$ cat config.mk
export PLATFORM = sky130hd
export DESIGN_NAME = rng_pattern_sequencer
export DESIGN_NICKNAME = d
export VERILOG_FILES = /design/src/rtl/rng_pattern_sequencer.sv
export SDC_FILE = /design/constraint.sdc
export NUM_CORES = 1
export LEC_CHECK = 0
export CORE_MARGIN = 3
export CORE_UTILIZATION = 45
export DETAILED_ROUTE_END_ITERATION = 8
export PLACE_DENSITY_LB_ADDON = 0.3
export SETUP_SLACK_MARGIN = 0.3
export SYNTH_ARGS = -nofsm -noshare
export SYNTH_HDL_FRONTEND = slang
export SYNTH_SLANG_ARGS = --single-unit
$ cat constraint.sdc
create_clock -name clk -period 4.7 [get_ports clk]
set_input_delay 0.94 -clock clk [delete_from_list [all_inputs] [get_ports clk]]
set_output_delay 0.94 -clock clk [all_outputs]
set_load 0.05 [all_outputs]
$ cat src/rtl/rng_pattern_sequencer.sv
// Round controller for the memory game. It grows a random symbol pattern, plays it
// on one-hot LEDs, checks the player's entries, and reports win or lose.
module rng_pattern_sequencer #(
  parameter int MAX_LEN       = 16,
  parameter int ON_TICKS      = 4,
  parameter int OFF_TICKS     = 2,
  parameter int TIMEOUT_TICKS = 40
) (
  input  logic       clk,
  input  logic       reset,
  input  logic       start,
  input  logic       tick,
  input  logic [1:0] rng_q,
  output logic       rng_enable,
  input  logic       btn_valid,
  input  logic [1:0] btn_code,
  output logic [2:0] led,
  output logic [4:0] level,
  output logic       busy,
  output logic       win,
  output logic       lose
);

  localparam int AW    = $clog2(MAX_LEN);
  localparam int LW    = $clog2(MAX_LEN + 1);
  localparam int MAXT0 = (ON_TICKS > OFF_TICKS) ? ON_TICKS : OFF_TICKS;
  localparam int MAXT  = (MAXT0 > TIMEOUT_TICKS) ? MAXT0 : TIMEOUT_TICKS;
  localparam int CW    = $clog2(MAXT + 1);

  typedef enum logic [2:0] {
    IDLE, GEN_REQ, GEN_CAP, SHOW_ON, SHOW_OFF, WAIT_IN, WIN, LOSE
  } state_t;

  state_t          state_q, state_d;
  logic [LW-1:0]   len_q, len_d;
  logic [AW-1:0]   idx_q, idx_d;
  logic [CW-1:0]   cnt_q, cnt_d;
  logic [1:0]      mem_q [2**AW];
  logic            mem_we;
  logic [1:0]      mem_wdata;
  logic            idx_last;
  logic [1:0]      show_sym;

  logic            rng_enable_q;
  logic [2:0]      led_q;
  logic [4:0]      level_q;
  logic            busy_q, win_q, lose_q;

  always_comb begin
    state_d   = state_q;
    len_d     = len_q;
    idx_d     = idx_q;
    cnt_d     = tick ? cnt_q + CW'(1) : cnt_q;
    mem_we    = 1'b0;
    mem_wdata = (rng_q == 2'd3) ? 2'd0 : rng_q;
    idx_last  = (LW'(idx_q) == len_q - LW'(1));
    case (state_q)
      IDLE, WIN, LOSE: begin
        if (start) begin
          len_d   = '0;
          idx_d   = '0;
          state_d = GEN_REQ;
        end
      end
      GEN_REQ: state_d = GEN_CAP;
      GEN_CAP: begin
        mem_we  = 1'b1;
        len_d   = len_q + LW'(1);
        idx_d   = '0;
        state_d = SHOW_ON;
      end
      SHOW_ON: begin
        if (tick && cnt_q == CW'(ON_TICKS - 1)) state_d = SHOW_OFF;
      end
      SHOW_OFF: begin
        if (tick && cnt_q == CW'(OFF_TICKS - 1)) begin
          if (idx_last) begin
            idx_d   = '0;
            state_d = WAIT_IN;
          end else begin
            idx_d   = idx_q + AW'(1);
            state_d = SHOW_ON;
          end
        end
      end
      WAIT_IN: begin
        // A button press in the same cycle as the last timeout tick takes priority.
        if (btn_valid) begin
          if (btn_code == mem_q[idx_q]) begin
            if (idx_last) begin
              state_d = (len_q == LW'(MAX_LEN)) ? WIN : GEN_REQ;
            end else begin
              idx_d = idx_q + AW'(1);
              cnt_d = '0;
            end
          end else begin
            state_d = LOSE;
          end
        end else if (tick && cnt_q == CW'(TIMEOUT_TICKS - 1)) begin
          state_d = LOSE;
        end
      end
      default: state_d = IDLE;
    endcase
    if (state_d != state_q) cnt_d = '0;
  end

  // Bypass the memory when the symbol being shown is the one written this cycle.
  assign show_sym = (mem_we && AW'(len_q) == idx_d) ? mem_wdata : mem_q[idx_d];

  always_ff @(posedge clk) begin
    if (mem_we) mem_q[AW'(len_q)] <= mem_wdata;
  end

  always_ff @(posedge clk or negedge reset) begin
    if (!reset) begin
      state_q      <= IDLE;
      len_q        <= '0;
      idx_q        <= '0;
      cnt_q        <= '0;
      rng_enable_q <= 1'b0;
      led_q        <= '0;
      level_q      <= '0;
      busy_q       <= 1'b0;
      win_q        <= 1'b0;
      lose_q       <= 1'b0;
    end else begin
      state_q      <= state_d;
      len_q        <= len_d;
      idx_q        <= idx_d;
      cnt_q        <= cnt_d;
      rng_enable_q <= (state_d == GEN_REQ);
      led_q        <= (state_d == SHOW_ON) ? (3'b001 << show_sym) : 3'b000;
      level_q      <= 5'(len_d);
      busy_q       <= !(state_d inside {IDLE, WIN, LOSE});
      win_q        <= (state_d == WIN);
      lose_q       <= (state_d == LOSE);
    end
  end

  assign rng_enable = rng_enable_q;
  assign led        = led_q;
  assign level      = level_q;
  assign busy       = busy_q;
  assign win        = win_q;
  assign lose       = lose_q;

endmodule

==> flow_metrics.env <==
export IMPL_die_area_um2=9610
export IMPL_drive_gt1_share_pct=11.2
export IMPL_grt_max_degree=26
export IMPL_grt_pass1_wl_um=16500
export IMPL_slew_limit_headroom_pct=29.0
export IMPL_first_pass_iters=5
export IMPL_design_core_area_um2=7970
export IMPL_clk_pin_slew_ns=0.06
export IMPL_synth_area_leaders="edfxtp_1, dfrtp_1, nand2_1, mux2i_1, nor2_1"
export IMPL_end_kind="register"
export IMPL_synth_top_area_share_pct=25.2
export IMPL_async_flop_share_pct=43.9
export IMPL_cts_buffer_depth=2
export IMPL_first_global_vias=3046
export IMPL_start_util_pct=47.8
export IMPL_r2r_end="led[2]$_DFF_PN0_"
export IMPL_ios=21
export IMPL_critical_path_max_stage_delay_ns=0.60
export IMPL_synth_top_family_by_area="simple AND/OR/NAND/NOR gates"
export IMPL_tightest_slew_ns=1.06
export IMPL_start_kind="primary input"
export IMPL_synthAdderAreaFrac_pct=2.63
export IMPL_synth_cell_types=63
export IMPL_slew_violations=0
export IMPL_numCtsBuffers=9
export IMPL_hold_path_class="register to register"
export IMPL_fp_dieH_um=98.0
export IMPL_leakagePower_nw=1.64
export IMPL_cts_sinks=57
export IMPL_finClkSkew_ns=0.00923
export IMPL_hp_start="level[4]$_DFFE_PN0P_"
export IMPL_hpwl_um=7700
export IMPL_syn_to_final_growth_pct=14.5
export IMPL_rows=32
export IMPL_worstRegToRegCells=11
export IMPL_r2r_slack_ns=0.58
export IMPL_max_vdd_ir_drop_uv=370
export IMPL_dp_cells=525
export IMPL_syn_nets=426
export IMPL_hold_violations=0
export IMPL_synthFlopType="edfxtp_1"
export IMPL_crit_family="compound AO/OA/AOI/OAI gates"
export IMPL_port_buffers=20
export IMPL_hold_depth=1
export IMPL_crit_buf_inv=1
export IMPL_worstPathCellList="clkdlybuf4s50_1 > nand4bb_1 > or2_2 > or3_1 > a32oi_1 > o22ai_2 > a222oi_1 > mux2i_1 > a32o_1 > or4_1 > o21ai_1"
export IMPL_synthMuxAreaShare_pct=9.19
export IMPL_fill_cells=712
export IMPL_synth_compound_area_share_pct=16.0
export IMPL_synthesis_area_um2=3810
export IMPL_synth_cells=409
export IMPL_place_congestion=0.904
export IMPL_clock_latency_ns=0.35
export IMPL_drtIter0Drc=256
export IMPL_arrival_ns=4.42
export IMPL_setup_viol=0
export IMPL_cp_max_fo=8
export IMPL_cp_required_ns=4.97
export IMPL_synth_xor_area_share_pct=4.36
export IMPL_syn_area_per_cell_um2=9.32
export IMPL_drt_wirelength_per_cell_um=18.9
export IMPL_post_cts_repair_setup_buffers=0
export IMPL_grt_usage_pct=21.9
export IMPL_fin_crit_ns=4.16
export IMPL_rsz0062_at_grt="no"
export IMPL_fmax_mhz=241
export IMPL_drc=0
export IMPL_synth_simple_area_share_pct=22.4
export IMPL_diodes=0
export IMPL_nets=451
export IMPL_ys_warn_count=0
export IMPL_antenna_found_initial=0
export IMPL_cts_tree="done"
export IMPL_stdcell_count=541
export IMPL_synth_seq_cells=57
export IMPL_wirelength_um=10200
export IMPL_synth_enable_flop_cells=32
export IMPL_ant_nets=0
export IMPL_critical_path_slowest_cell="clkdlybuf4s50_1"
export IMPL_seq_area_frac_synth_pct=41.6
export IMPL_drv_cap=0
export IMPL_tns_ns=0
export IMPL_viasPerCell=6.05
export IMPL_root_buffer="clkbuf_8"
export IMPL_synth_top_cell_by_area="edfxtp_1"
export IMPL_status="complete, no violations"
export IMPL_hold_end="level[4]$_DFFE_PN0P_"
export IMPL_ctsHtreeMaxLevel=3
export IMPL_r2r_start="idx_q[2]$_DFF_PN0_"
export IMPL_finalCritPeriodShare_pct=88.4
export IMPL_powerDensity_nw_per_um2=484
export IMPL_crit_type="primary input to register"
export IMPL_dr_total_vias=3275
export IMPL_die_x_um=98.0
export IMPL_grt_overflow_total=0
==> per-stage QoR <==
| step | hold WS (ns) | utilization, % | cell area [µm²] | setup WS [ns] | power [W] |
|---|---|---|---|---|---|
| after floorplan | 0.544 | - | 3810 | 0.895 | 0.00138 |
| after global placement | 0.557 | 52.1 | 4150 | 0.332 | 0.00163 |
| after detailed placement | 0.584 | 52.1 | 4150 | 0.241 | 0.00165 |
| after CTS | 0.593 | 54.7 | 4360 | 0.302 | 0.00211 |
| after global routing | 0.645 | 54.8 | 4370 | 0.338 | 0.00225 |
| final | 0.585 | 54.8 | 4370 | 0.544 | 0.00211 |
==> worst reg2reg max path: cells and delay by family, from the launching register on <==
| family | cells | cell delay (ns) |
|---|---|---|
| AO/OA/AOI/OAI | 2 | 0.48 |
| XOR/XNOR | 2 | 0.57 |
| flip-flops | 1 | 0.63 |
| multiplexers | 3 | 0.93 |
| AND/OR/NAND/NOR | 4 | 1.45 |
==> state kept, by name, indices dropped and copies added (netlist names), 3 cells and up <==
| signal | count |
|---|---|
| level | 5 |
| idx_q | 4 |
| state_q | 3 |
| led | 3 |
| cnt_q | 6 |
| mem_q | 32 |
==> cell usage after synthesis (4+ instances only) <==
master	n
nand2_1	60
nor2_1	36
edfxtp_1	32
dfrtp_1	25
mux2i_1	20
nand3_1	17
o21ai_0	15
inv_1	14
a21oi_1	12
clkbuf_1	12
xnor2_1	12
nor3_1	11
a31oi_1	8
ha_1	8
o211ai_1	8
and2_1	7
nand2b_1	7
xor2_1	7
nor2b_1	6
mux2_2	5
o21ai_1	5
a222oi_1	4
and3_1	4
buf_2	4
nor4_1	4
o22ai_1	4
or3_1	4
or4_1	4
==> how the worst max path moves through the flow <==
stage                    startpoint                to  slack, ns  cells past startpoint
4_1_cts          idx_q[2]$_DFF_PN0_  led[2]$_DFF_PN0_       0.30                     11
5_1_grt                        tick  led[0]$_DFF_PN0_       0.34                     11
6_report                       tick  led[2]$_DFF_PN0_       0.54                     11
2_1_floorplan  level[0]$_DFFE_PN0P_  led[0]$_DFF_PN0_       0.89                     14
3_3_place_gp                   tick  led[0]$_DFF_PN0_       0.33                     12
3_5_place_dp                   tick  led[2]$_DFF_PN0_       0.24                     11
==> cell families (layout without fill, tap and decap cells) <==
| logic type | Yosys count | count (layout) |
|---|---|---|
| AO/OA/AOI/OAI | 86 | 86 |
| flip-flops | 57 | 57 |
| buffers and inverters | 34 | 64 |
| multiplexers | 29 | 29 |
| adder cells (fa/ha/maj) | 8 | 8 |
| AND/OR/NAND/NOR | 176 | 176 |
| XOR/XNOR | 19 | 19 |
==> per-layer routing <==
layer  global-route usage [%]  vias to the layer above  wire, µm
met4                     6.82                        0       172
li1                         -                     1563         -
met1                     30.8                     1575      4540
met2                     33.8                      121      4850
met3                     5.00                       16       646
met5                        0                        -         0
==> power by group <==
group          switching [W]  total, W  internal (W)
registers           0.000109  0.000703      0.000594
clock network       0.000200  0.000467      0.000267
logic               0.000589  0.000943      0.000354
total               0.000898   0.00211       0.00122
==> what timing repair did <==
item / 4_1_cts / 5_1_grt
hold buffers: 0 / 0
gates resized for setup: 0 / 4
endpoints found under the setup margin: 0 / 3
==> layout by cell type (no fill, tap or decap), types with 13 or more instances in the layout <==
master / instances
nand2_1: 60
inv_1: 14
mux2i_1: 20
o21ai_0: 15
dfrtp_1: 23
buf_4: 13
nor2_1: 36
clkdlybuf4s50_1: 19
edfxtp_1: 32
nand3_1: 17
==> cell type report <==
cell class	count	area (µm²)	area share (%)
Clock inverter	1	7.51	0.172
Timing Repair Buffer	33	293	6.70
Tap cell	102	128	2.92
Inverter	15	56.3	1.29
Clock buffer	15	198	4.53
Multi-Input combinational cell	318	2100	48.0
Sequential cell	57	1590	36.4
Note: power is estimated with default switching activity, not from simulation.
